**src/rtl/idu_stage_pkg.sv**
```systemverilog
// Shared decode definitions for the IDU stage and the immediate extender:
// instruction-type codes, major opcodes and the ebreak encoding.
package idu_stage_pkg;

   localparam int unsigned INST_W = 32;
   localparam int unsigned TYPE_W = 3;
   localparam int unsigned REG_W  = 5;

   typedef enum logic [TYPE_W-1:0] {
      TYPE_R       = 3'd0,
      TYPE_I       = 3'd1,
      TYPE_S       = 3'd2,
      TYPE_B       = 3'd3,
      TYPE_U       = 3'd4,
      TYPE_J       = 3'd5,
      TYPE_INVALID = 3'd7
   } inst_type_e;

   localparam logic [6:0] OPC_OP     = 7'b0110011;
   localparam logic [6:0] OPC_OP_IMM = 7'b0010011;
   localparam logic [6:0] OPC_LOAD   = 7'b0000011;
   localparam logic [6:0] OPC_JALR   = 7'b1100111;
   localparam logic [6:0] OPC_SYSTEM = 7'b1110011;
   localparam logic [6:0] OPC_STORE  = 7'b0100011;
   localparam logic [6:0] OPC_BRANCH = 7'b1100011;
   localparam logic [6:0] OPC_LUI    = 7'b0110111;
   localparam logic [6:0] OPC_AUIPC  = 7'b0010111;
   localparam logic [6:0] OPC_JAL    = 7'b1101111;

   localparam logic [INST_W-1:0] EBREAK = 32'h0010_0073;

endpackage

```
**src/rtl/idu_classify.sv**
```systemverilog
// Combinational instruction classifier: opcode -> type code, RV32E register
// range check on the fields the format actually uses, and ebreak detect.
module idu_classify
   import idu_stage_pkg::*;
(
   input  logic [INST_W-1:0] inst_i,
   output inst_type_e        type_o,
   output logic              illegal_o,
   output logic              is_ebreak_o
);

   logic use_rd;
   logic use_rs1;
   logic use_rs2;

   always_comb begin
      type_o = TYPE_INVALID;
      case (inst_i[6:0])
         OPC_OP:                                    type_o = TYPE_R;
         OPC_OP_IMM, OPC_LOAD, OPC_JALR, OPC_SYSTEM: type_o = TYPE_I;
         OPC_STORE:                                 type_o = TYPE_S;
         OPC_BRANCH:                                type_o = TYPE_B;
         OPC_LUI, OPC_AUIPC:                        type_o = TYPE_U;
         OPC_JAL:                                   type_o = TYPE_J;
         default:                                   type_o = TYPE_INVALID;
      endcase
   end

   // Which register fields the format reads/writes; unused field bits are free.
   always_comb begin
      use_rd  = 1'b0;
      use_rs1 = 1'b0;
      use_rs2 = 1'b0;
      case (type_o)
         TYPE_R: begin
            use_rd  = 1'b1;
            use_rs1 = 1'b1;
            use_rs2 = 1'b1;
         end
         TYPE_I: begin
            use_rd  = 1'b1;
            use_rs1 = 1'b1;
         end
         TYPE_S, TYPE_B: begin
            use_rs1 = 1'b1;
            use_rs2 = 1'b1;
         end
         TYPE_U, TYPE_J: use_rd = 1'b1;
         default: ;
      endcase
   end

   assign illegal_o   = (type_o == TYPE_INVALID)
                      | (use_rd  & inst_i[11])
                      | (use_rs1 & inst_i[19])
                      | (use_rs2 & inst_i[24]);
   assign is_ebreak_o = (inst_i == EBREAK);

endmodule

```
**src/rtl/idu_stage.sv**
```systemverilog
// RV32E instruction-decode stage: single-entry valid/ready pipeline register
// for the fetched instruction, field slicing, classification and a beat counter.
module idu_stage
   import idu_stage_pkg::*;
#(
   parameter int unsigned XLEN = 32
) (
   input  logic              clk,
   input  logic              rst,
   input  logic              in_valid,
   output logic              in_ready,
   input  logic [INST_W-1:0] in_inst,
   input  logic [XLEN-1:0]   in_pc,
   input  logic              flush,
   output logic              out_valid,
   input  logic              out_ready,
   output logic [XLEN-1:0]   out_pc,
   output logic [INST_W-1:0] out_inst,
   output logic [REG_W-1:0]  rs1,
   output logic [REG_W-1:0]  rs2,
   output logic [REG_W-1:0]  rd,
   output logic [2:0]        funct3,
   output logic [6:0]        funct7,
   output logic [TYPE_W-1:0] type_o,
   output logic              illegal,
   output logic              is_ebreak,
   output logic [31:0]       dec_count
);

   localparam int unsigned CNT_W = 32;

   logic              valid_q, valid_d;
   logic [INST_W-1:0] inst_q,  inst_d;
   logic [XLEN-1:0]   pc_q,    pc_d;
   logic [CNT_W-1:0]  cnt_q,   cnt_d;
   logic              accept;
   inst_type_e        type_s;

   // A redirect blocks the incoming beat so it is neither latched nor counted.
   assign in_ready = !flush && (!valid_q || out_ready);
   assign accept   = in_valid && in_ready;

   always_comb begin
      valid_d = valid_q;
      inst_d  = inst_q;
      pc_d    = pc_q;
      cnt_d   = cnt_q;
      if (flush) begin
         valid_d = 1'b0;
      end else if (accept) begin
         valid_d = 1'b1;
         inst_d  = in_inst;
         pc_d    = in_pc;
         cnt_d   = cnt_q + CNT_W'(1);
      end else if (out_ready) begin
         valid_d = 1'b0;
      end
   end

   always_ff @(posedge clk) begin
      if (rst) begin
         valid_q <= 1'b0;
         inst_q  <= '0;
         pc_q    <= '0;
         cnt_q   <= '0;
      end else begin
         valid_q <= valid_d;
         inst_q  <= inst_d;
         pc_q    <= pc_d;
         cnt_q   <= cnt_d;
      end
   end

   idu_classify u_classify (
      .inst_i      (inst_q),
      .type_o      (type_s),
      .illegal_o   (illegal),
      .is_ebreak_o (is_ebreak)
   );

   assign out_valid = valid_q;
   assign out_inst  = inst_q;
   assign out_pc    = pc_q;
   assign dec_count = cnt_q;
   assign type_o    = type_s;
   assign rs1       = inst_q[19:15];
   assign rs2       = inst_q[24:20];
   assign rd        = inst_q[11:7];
   assign funct3    = inst_q[14:12];
   assign funct7    = inst_q[31:25];

endmodule
```
**config.mk**
```make
export PLATFORM = sky130hd
export DESIGN_NAME = idu_stage
export DESIGN_NICKNAME = d
export VERILOG_FILES = /design/src/rtl/idu_stage_pkg.sv /design/src/rtl/idu_classify.sv /design/src/rtl/idu_stage.sv
export SDC_FILE = /design/constraint.sdc
export NUM_CORES = 1
export LEC_CHECK = 0
export ABC_AREA = 1
export CORE_ASPECT_RATIO = 0.5
export CORE_MARGIN = 2
export CORE_UTILIZATION = 46
export CTS_BUF_LIST = sky130_fd_sc_hd__clkbuf_16
export CTS_CLUSTER_DIAMETER = 100
export CTS_CLUSTER_SIZE = 28
export DETAILED_ROUTE_END_ITERATION = 8
export PLACE_DENSITY_LB_ADDON = 0.15
export SLEW_MARGIN = 5
export SYNTH_ARGS = -nofsm -noshare
export SYNTH_HDL_FRONTEND = slang
export SYNTH_SLANG_ARGS = --single-unit
```
**constraint.sdc**
```tcl
create_clock -name clk -period 3.1 [get_ports clk]
set_clock_uncertainty 0.05 [all_clocks]
set_input_delay 0.465 -clock clk [delete_from_list [all_inputs] [get_ports clk]]
set_output_delay 0.465 -clock clk [all_outputs]
set_load 0.01 [all_outputs]
```
# Word level (Yosys, flattened, before mapping)
# Cells that the tools add are included.
# totals
register_bits,97
latch_bits,0
mem_bits_rw,0
rom_bits,0
inputBits,69
output_inout_bits,128
elab_cells,49
memories,0
# op_classes
add_sub_neg,1
multipliers,0
div,0
order_cmp,0
n_eq_ne,17
shift,0
muxes,6
bitwise,7
n_reduce_logical,14
# ops
op,n
$add A32 B1 Y32 const B,1
$eq A32 B21 Y1 const B,1
$eq A7 B7 Y1 const B,4
$eq A7 B6 Y1 const B,3
$pmux W3 S6,1
$eq A7 B5 Y1 const B,2
$reduce_or A4 Y1,3
$eq A3 B3 Y1 const B,3
$eq A7 B2 Y1 const B,1
$eq A3 B2 Y1 const B,2
$mux W1,5
$reduce_or A2 Y1,2
$and A1 B1 Y1,3
$eq A3 B1 Y1 const B,1
$logic_not A3 Y1,1
$or A1 B1 Y1,3
$reduce_or A3 Y1,1
$logic_and A1 B1 Y1,2
$logic_not A1 Y1,2
$reduce_and A2 Y1,1
$reduce_bool A2 Y1,1
$logic_or A1 B1 Y1,1
$not A1 Y1,1

# Logic depth before layout (Yosys ltp)
# Gate-level depths: netlist (run 1).
# depth
word_depth,10
ltp_mapped,10
depth_no_buf,10

# Cells and area by module
# From an unflattened synthesis (run 1), not the netlist that was laid out.
# unflattened
hier_cells,669
hier_area_um2,4611.9
# by_module_without_submodules
mod,instances,cells_each,area_per_inst_um2,seq_area_each_um2
idu_stage,1,602,4287.9,1941.9
idu_classify,1,67,324.1,0.0

# Worst setup path after synthesis (run 1)
# No wires, ideal clock.
# synth_path
kind,flip-flop to output port
start,"register inst_q[1], in the netlist out_inst[1]"
end,output illegal
arrival_time_ns,1.155
required_ns,2.585
slack_ns,1.430
stages_incl_launch_ff,10
path_buffers,0
path_cell_list,dfxtp_1 > nand2_1 > inv_1 > nand3_1 > nor2_1 > inv_1 > nand2_1 > nor2_1 > a21oi_1 > nand3_1
# synth_between
elab_chain_cells,10
elab_cells_between_ends,32
cone_classes,eq/ne: 16; mux: 4; bitwise: 6; reduce/logical: 6
# synth_lines
item,line,source
"start, declared",idu_stage.sv:33,"logic [INST_W-1:0] inst_q, inst_d;"
"start signal, assigned",idu_stage.sv:68,inst_q <= inst_d;
"$eq A7 B5 Y1, or another cell as far along",idu_classify.sv:18,case (inst_i[6:0])
$reduce_or A4 Y1 / $reduce_or A2 Y1 (equally long branches),idu_classify.sv:18,
$pmux W3 S6 (*),idu_classify.sv:18,
"$eq A3 B3 Y1, or another cell as far along",idu_classify.sv:34,case (type_o)
$reduce_or A4 Y1 (no line),--,
$mux W1,idu_classify.sv:34,
$and A1 B1 Y1,idu_classify.sv:54,| (use_rd & inst_i[11])
$or A1 B1 Y1,idu_classify.sv:54,
$or A1 B1 Y1,idu_classify.sv:55,| (use_rs1 & inst_i[19])
$or A1 B1 Y1 (*),idu_classify.sv:56,| (use_rs2 & inst_i[24]);
"end, declared",idu_stage.sv:25,"output logic illegal,"
# Every way passes the cells marked *; elsewhere a longest branch is shown, timed or not.

# Worst setup path after layout (run 1)
# layout_path
start,"register inst_q[0], in the netlist out_inst[0]"
end,output illegal
# The elaborated chain is that of the path after synthesis.

==> results of run 1 <==
[state kept, by name, summed over array words and instances, names as in the netlist]
signal     flops
dec_count     32
out_inst      32
out_pc        32
out_valid      1
[worst paths after layout]
path / endpoint / slack [ps] / cells past startpoint / start
max reg2reg: dec_count[20] / 1270 / 7 / dec_count[1]
min reg2reg: out_pc[8] / 410 / 2 / out_pc[8]
max: illegal / 470 / 9 / out_inst[0]
min: out_pc[8] / 410 / 2 / out_pc[8]
[cell type report]
type	count	area, sq um
multi-input cells	462	2070
repair buffers	199	1990
fillers	839	2760
clock buffers	9	225
flip-flops and latches	97	1940
inverters	64	240
well taps	135	169
clock inverters	6	116
[power breakdown]
group / total [W] / switching, W / internal [W]
logic: 0.000387 / 0.000166 / 0.000221
clock network: 0.00128 / 0.000487 / 0.000790
registers: 0.00133 / 0.0000352 / 0.00129
total: 0.00299 / 0.000688 / 0.00230
[logic make-up (layout without fill, tap and decap cells)]
logic type	count (synthesis)	after routing
xor gates and xnor gates	4	4
adders and majority gates	1	1
buffers and inverters	115	278
and+or+nand+nor	341	341
DFF	97	97
AOI/OAI and AO/OA	116	116
[critical path, stage by stage, from the launching register on]
cell,delay (ps)
dfxtp_1,360
nand2_1,110
inv_1,110
nand3_1,110
nor2_1,190
nor2_1,70
nand3_1,110
nand3_1,80
nand3_1,90
clkdlybuf4s50_1,540
[through the flow]
stage | util, % | hold WS [ps] | std cells | total power (W) | setup WS (ps)
after floorplan | - | 438 | 674 | 0.00152 | 1430
after global placement | 67.4 | 402 | 957 | 0.00174 | 770
after detailed placement | 67.4 | 406 | 957 | 0.00174 | 713
after CTS | 71.0 | 416 | 972 | 0.00302 | 467
after global routing | 71.0 | 432 | 972 | 0.00310 | 336
final | 71.0 | 414 | 972 | 0.00299 | 475
[routing by layer]
| metal | vias to the layer above | share of wire, % | GRT usage [%] |
|---|---|---|---|
| met3 | 19 | 6.5 | 5.02 |
| met1 | 2126 | 44 | 29.2 |
| met4 | 0 | 1.4 | 6.15 |
| li1 | 2429 | - | - |
| met2 | 134 | 48 | 39.6 |
| met5 | - | 0 | 0 |
[cells in the final DEF, fill, tap and decap left out, types with 2 or more instances in the layout]
| cell type | Yosys | layout |
|---|---|---|
| buf_4 | 25 | 2 |
| inv_1 | 63 | 62 |
| nor2_1 | 67 | 67 |
| nand4_1 | 11 | 11 |
| nand2_1 | 219 | 219 |
| dfxtp_1 | 97 | 97 |
| clkinv_4 | 0 | 2 |
| clkdlybuf4s50_1 | 0 | 195 |
| nor4_1 | 2 | 2 |
| xor2_1 | 3 | 3 |
| clkbuf_16 | 0 | 9 |
| nand3_2 | 2 | 2 |
| nor3_1 | 4 | 4 |
| nor2_4 | 2 | 2 |
| o21ai_0 | 25 | 25 |
| nand3_1 | 25 | 25 |
| nor3b_1 | 2 | 2 |
| nor3_2 | 2 | 2 |
| bufinv_16 | 0 | 3 |
| a21oi_1 | 88 | 88 |
| nand2_2 | 3 | 3 |
==> results.cfg, run 1 <==
[final_layout]
area_growth_pct = 48.6
nets = 903
drive_gt1_share_pct = 3.70
design_area_sq_um = 6750
n_antenna_cell = 0

[logic_synthesis]
synth-edff-count = 0
async_reset_ff_share_pct = 0
syn_area_per_cell_sq_um = 6.74
synth.cell_area_sq_um = 4540
synth_cells = 674
syn_nets = 744
synth_compound_area_share_pct = 12.9
yosysUniqueCellTypes = 28
synth-adder-area-share_pct = 0.275
ys_ff_latch = 97
yosysMostFrequentCell = nand2_1
seq_area_frac_synth_pct = 42.8
synth-xor-area-share_pct = 0.771
yosysTopAreaCell = dfxtp_1
synthTopCellsByArea = dfxtp_1, nand2_1, a21oi_1
yosys.area_share.simple_pct = 31.5
synth_common_cells = nand2_1, dfxtp_1, a21oi_1
ys_warn_count = 0
synth_flop_cell = dfxtp_1
netlist.area_leader.share_pct = 42.8
synth_top_family_by_area = simple AND/OR/NAND/NOR gates
synthMuxAreaShare_pct = 0

[sta]
drv_slew = 0
max_freq_mhz = 381
hold_viol_final = 0
final.period_utilization_pct = 84.7
setup-violations-final = 0
setup_tns_ps = 0
rsz0062_at_grt = false
fin_crit_ps = 2630
slew-limit-headroom_pct = 34.6
tightest_slew_ps = 980

[clock_network]
clk_latency_ps = 340
ctsHtreeMaxLevel = 3
post_cts_resized = 0
clock_path_buffers = 2
postCtsSetupRepairBufs = 0
clock_sinks = 97
path_clk_slew_ps = 70
cts-hold-fix-buffers = 0
cts_tree = built
cts_made_buffers = 9
cts_root_buf = clkbuf_16

[floorplanning]
initial_core_util_pct = 47.8
die_h_um = 74.3
fp-row-count = 25
pin_count = 197
die_area_sq_um = 10700
chipWidth_um = 145
core_sq_um = 9510

[place]
place_congestion = 0.848
post-dp-hpwl_um = 9270
io_buffers = 196
dpl_cell_area_sq_um = 6410

[route]
wirelength_um = 12700
wl_per_cell_um = 13.1
firstDrtPassIters = 5
via_per_inst = 4.84
drc = 0
drtIter0Drc = 268
postRouteAntennaNets = 0
dr_total_vias = 4708

[critical_path]
cp.arrival_ps = 2110
worstPathRequired_ps = 2580
cp_max_fo = 3
end_kind = output port
start_kind = register
path_class = register to output port

[outcome]
outcome = finished, final reports clean

[power_and_ir_drop]
peakVddDrop_v = 0.000298
leakage_nw = 2.48
power_density_nw_per_um2 = 443

[worst_hold_path]
min_path_type = register to register

[global_route]
antenna_found_initial = 0
grt_pass1_vias = 4088
grt_first_pass_wirelength_um = 19300
grt.total_usage_pct = 22.8
grt_max_degree = 94
gr-total-overflow = 0

[run]
cap_violations = 0
Power figures use the tool's default switching activity.
==> inputs of run 2 (changes only) <==
CORE_UTILIZATION = 38   (was 46)
clock period = 2.3 ns   (was 3.1 ns; I/O delays follow)
==> run 2 against run 1 <==
Critical path type unchanged. Die area up 20%. Critical path depth up 1. Worst hold slack about the same. Final area rose by 2.1%. Routed wire length rose by 4.3%. Flip-flop and latch count unchanged. Combinational power increased by 37%.
==> results.cfg, run 2 (synthesis results as in run 1) <==
[place]
io_buffers = 196
dp_cells = 991
place_congestion = 0.858
post-dp-hpwl_um = 9700

[clock_network]
cts_root_buf = clkbuf_16
ctsHtreeMaxLevel = 3
clock_path_buffers = 2
clock_sinks = 97
cts_made_buffers = 9
path_clk_slew_ps = 70
cts_tree = built
clk_latency_ps = 340

[route]
via_per_inst = 4.72
wl_met3_um = 777
wl_per_cell_um = 13.2
firstDrtPassIters = 5
dr_total_vias = 4762
dr_wl_met2_um = 6430
wirelength_um = 13300
drtIter0Drc = 238
highest-signal-layer = met4
drc = 0
postRouteAntennaNets = 0
wl_met1_um = 5940

[global_route]
grt_pass1_vias = 4215
grt_max_degree = 78
grt_first_pass_wirelength_um = 20500
antenna_found_initial = 0
grt.total_usage_pct = 19.9
gr-total-overflow = 0

[final_layout]
final_cell_mix = nand2_1, clkdlybuf4s50_1, dfxtp_1
layout.cells.non_filler = 1008
nets = 908
n_antenna_cell = 0
layout_commonest_cell = nand2_1
drive_gt1_share_pct = 6.05
area_growth_pct = 51.8

[floorplanning]
die_area_sq_um = 12900
initial_core_util_pct = 38.7
chipWidth_um = 159
fp-row-count = 28
core_sq_um = 11700
die_h_um = 81.3
pin_count = 197

[sta]
tightest_slew_ps = 686
hold_viol_final = 0
final.period_utilization_pct = 94.2
rsz0062_at_grt = false
max_freq_mhz = 462
fin_crit_ps = 2170
setup_tns_ps = 0
drv_slew = 0
setup-violations-final = 0
slew-limit-headroom_pct = 54.3

[critical_path]
crit_chain = nand2_2 -> inv_2 -> nand3_2 -> nor2_2 -> inv_1 -> nand2_1 -> nor2_1 -> a21oi_1 -> nand3_1 -> dlygate4sd2_1
critPathLaunch = out_inst[1]
path_class = register to output port
cp_max_fo = 3
cp.arrival_ps = 1770
cp_slowest_cell = dfxtp_2
start_kind = register
worstPathRequired_ps = 1900
end_kind = output port
rr_startpoint = dec_count[1]
max_stage_delay_ps = 350
r2r_slack_ps = 370

[outcome]
outcome = finished, final reports clean

[run]
cap_violations = 0

[power_and_ir_drop]
leakage_nw = 2.53
peakVddDrop_v = 0.000322
power_density_nw_per_um2 = 603

[worst_hold_path]
worstHoldStart = out_pc[8]
min_path_type = register to register
## run 2: worst paths after layout
check	to	cells after the start
worst min-delay path	out_pc[8]	2
worst max register to register	dec_count[22]	6
worst min register to register	out_pc[8]	2
worst max-delay path	illegal	10
## run 2: cell type report
| cell class | instances | area [sq um] |
|---|---|---|
| Clock buffer | 9 | 225 |
| Clock inverter | 7 | 141 |
| Fill cell | 1109 | 4840 |
| Inverter | 64 | 240 |
| Multi-Input combinational cell | 462 | 2090 |
| Sequential cell | 97 | 1950 |
| Tap cell | 165 | 206 |
| Timing Repair Buffer | 204 | 2040 |
## run 2: power breakdown
part | total (W) | switching [W] | internal, W
Combinational | 0.000529 | 0.000225 | 0.000304
Sequential | 0.00179 | 0.0000496 | 0.00174
Clock | 0.00184 | 0.000661 | 0.00118
Total | 0.00416 | 0.000935 | 0.00322
## run 2: what timing repair did
| action | 4_1_cts | 5_1_grt |
|---|---|---|
| gates cloned | 0 | 0 |
| setup endpoints to repair | 5 | 3 |
| resized for setup | 7 | 13 |
| pin swaps | 1 | 1 |
| hold buffers | 0 | 0 |
| buffers inserted | 1 | 0 |
## run 2: metal layers
metal | vias up | global-route usage, %
li1 | 2446 | -
met1 | 2162 | 25.8
met2 | 144 | 34.4
met3 | 10 | 4.64
met4 | 0 | 4.05
met5 | - | 0
## run 2: worst max-delay path, delay by kind of cell (launching register included)
kind | cells | cell delay [ps]
DFF | 1 | 350
AOI/OAI and AO/OA | 1 | 100
and+or+nand+nor | 6 | 550
buffers and inverters | 3 | 430
## run 2: per-stage QoR
stage	utilization (%)	hold slack [ps]	total power (W)	setup slack [ps]	cell area, sq um
after detailed placement	55.3	406	0.00236	118	6490
after floorplan	-	373	0.00205	750	4540
after global placement	55.3	402	0.00235	120	6490
final	58.7	413	0.00416	134	6890
after global routing	58.7	432	0.00433	1.90	6890
after CTS	58.5	416	0.00421	7.73	6870
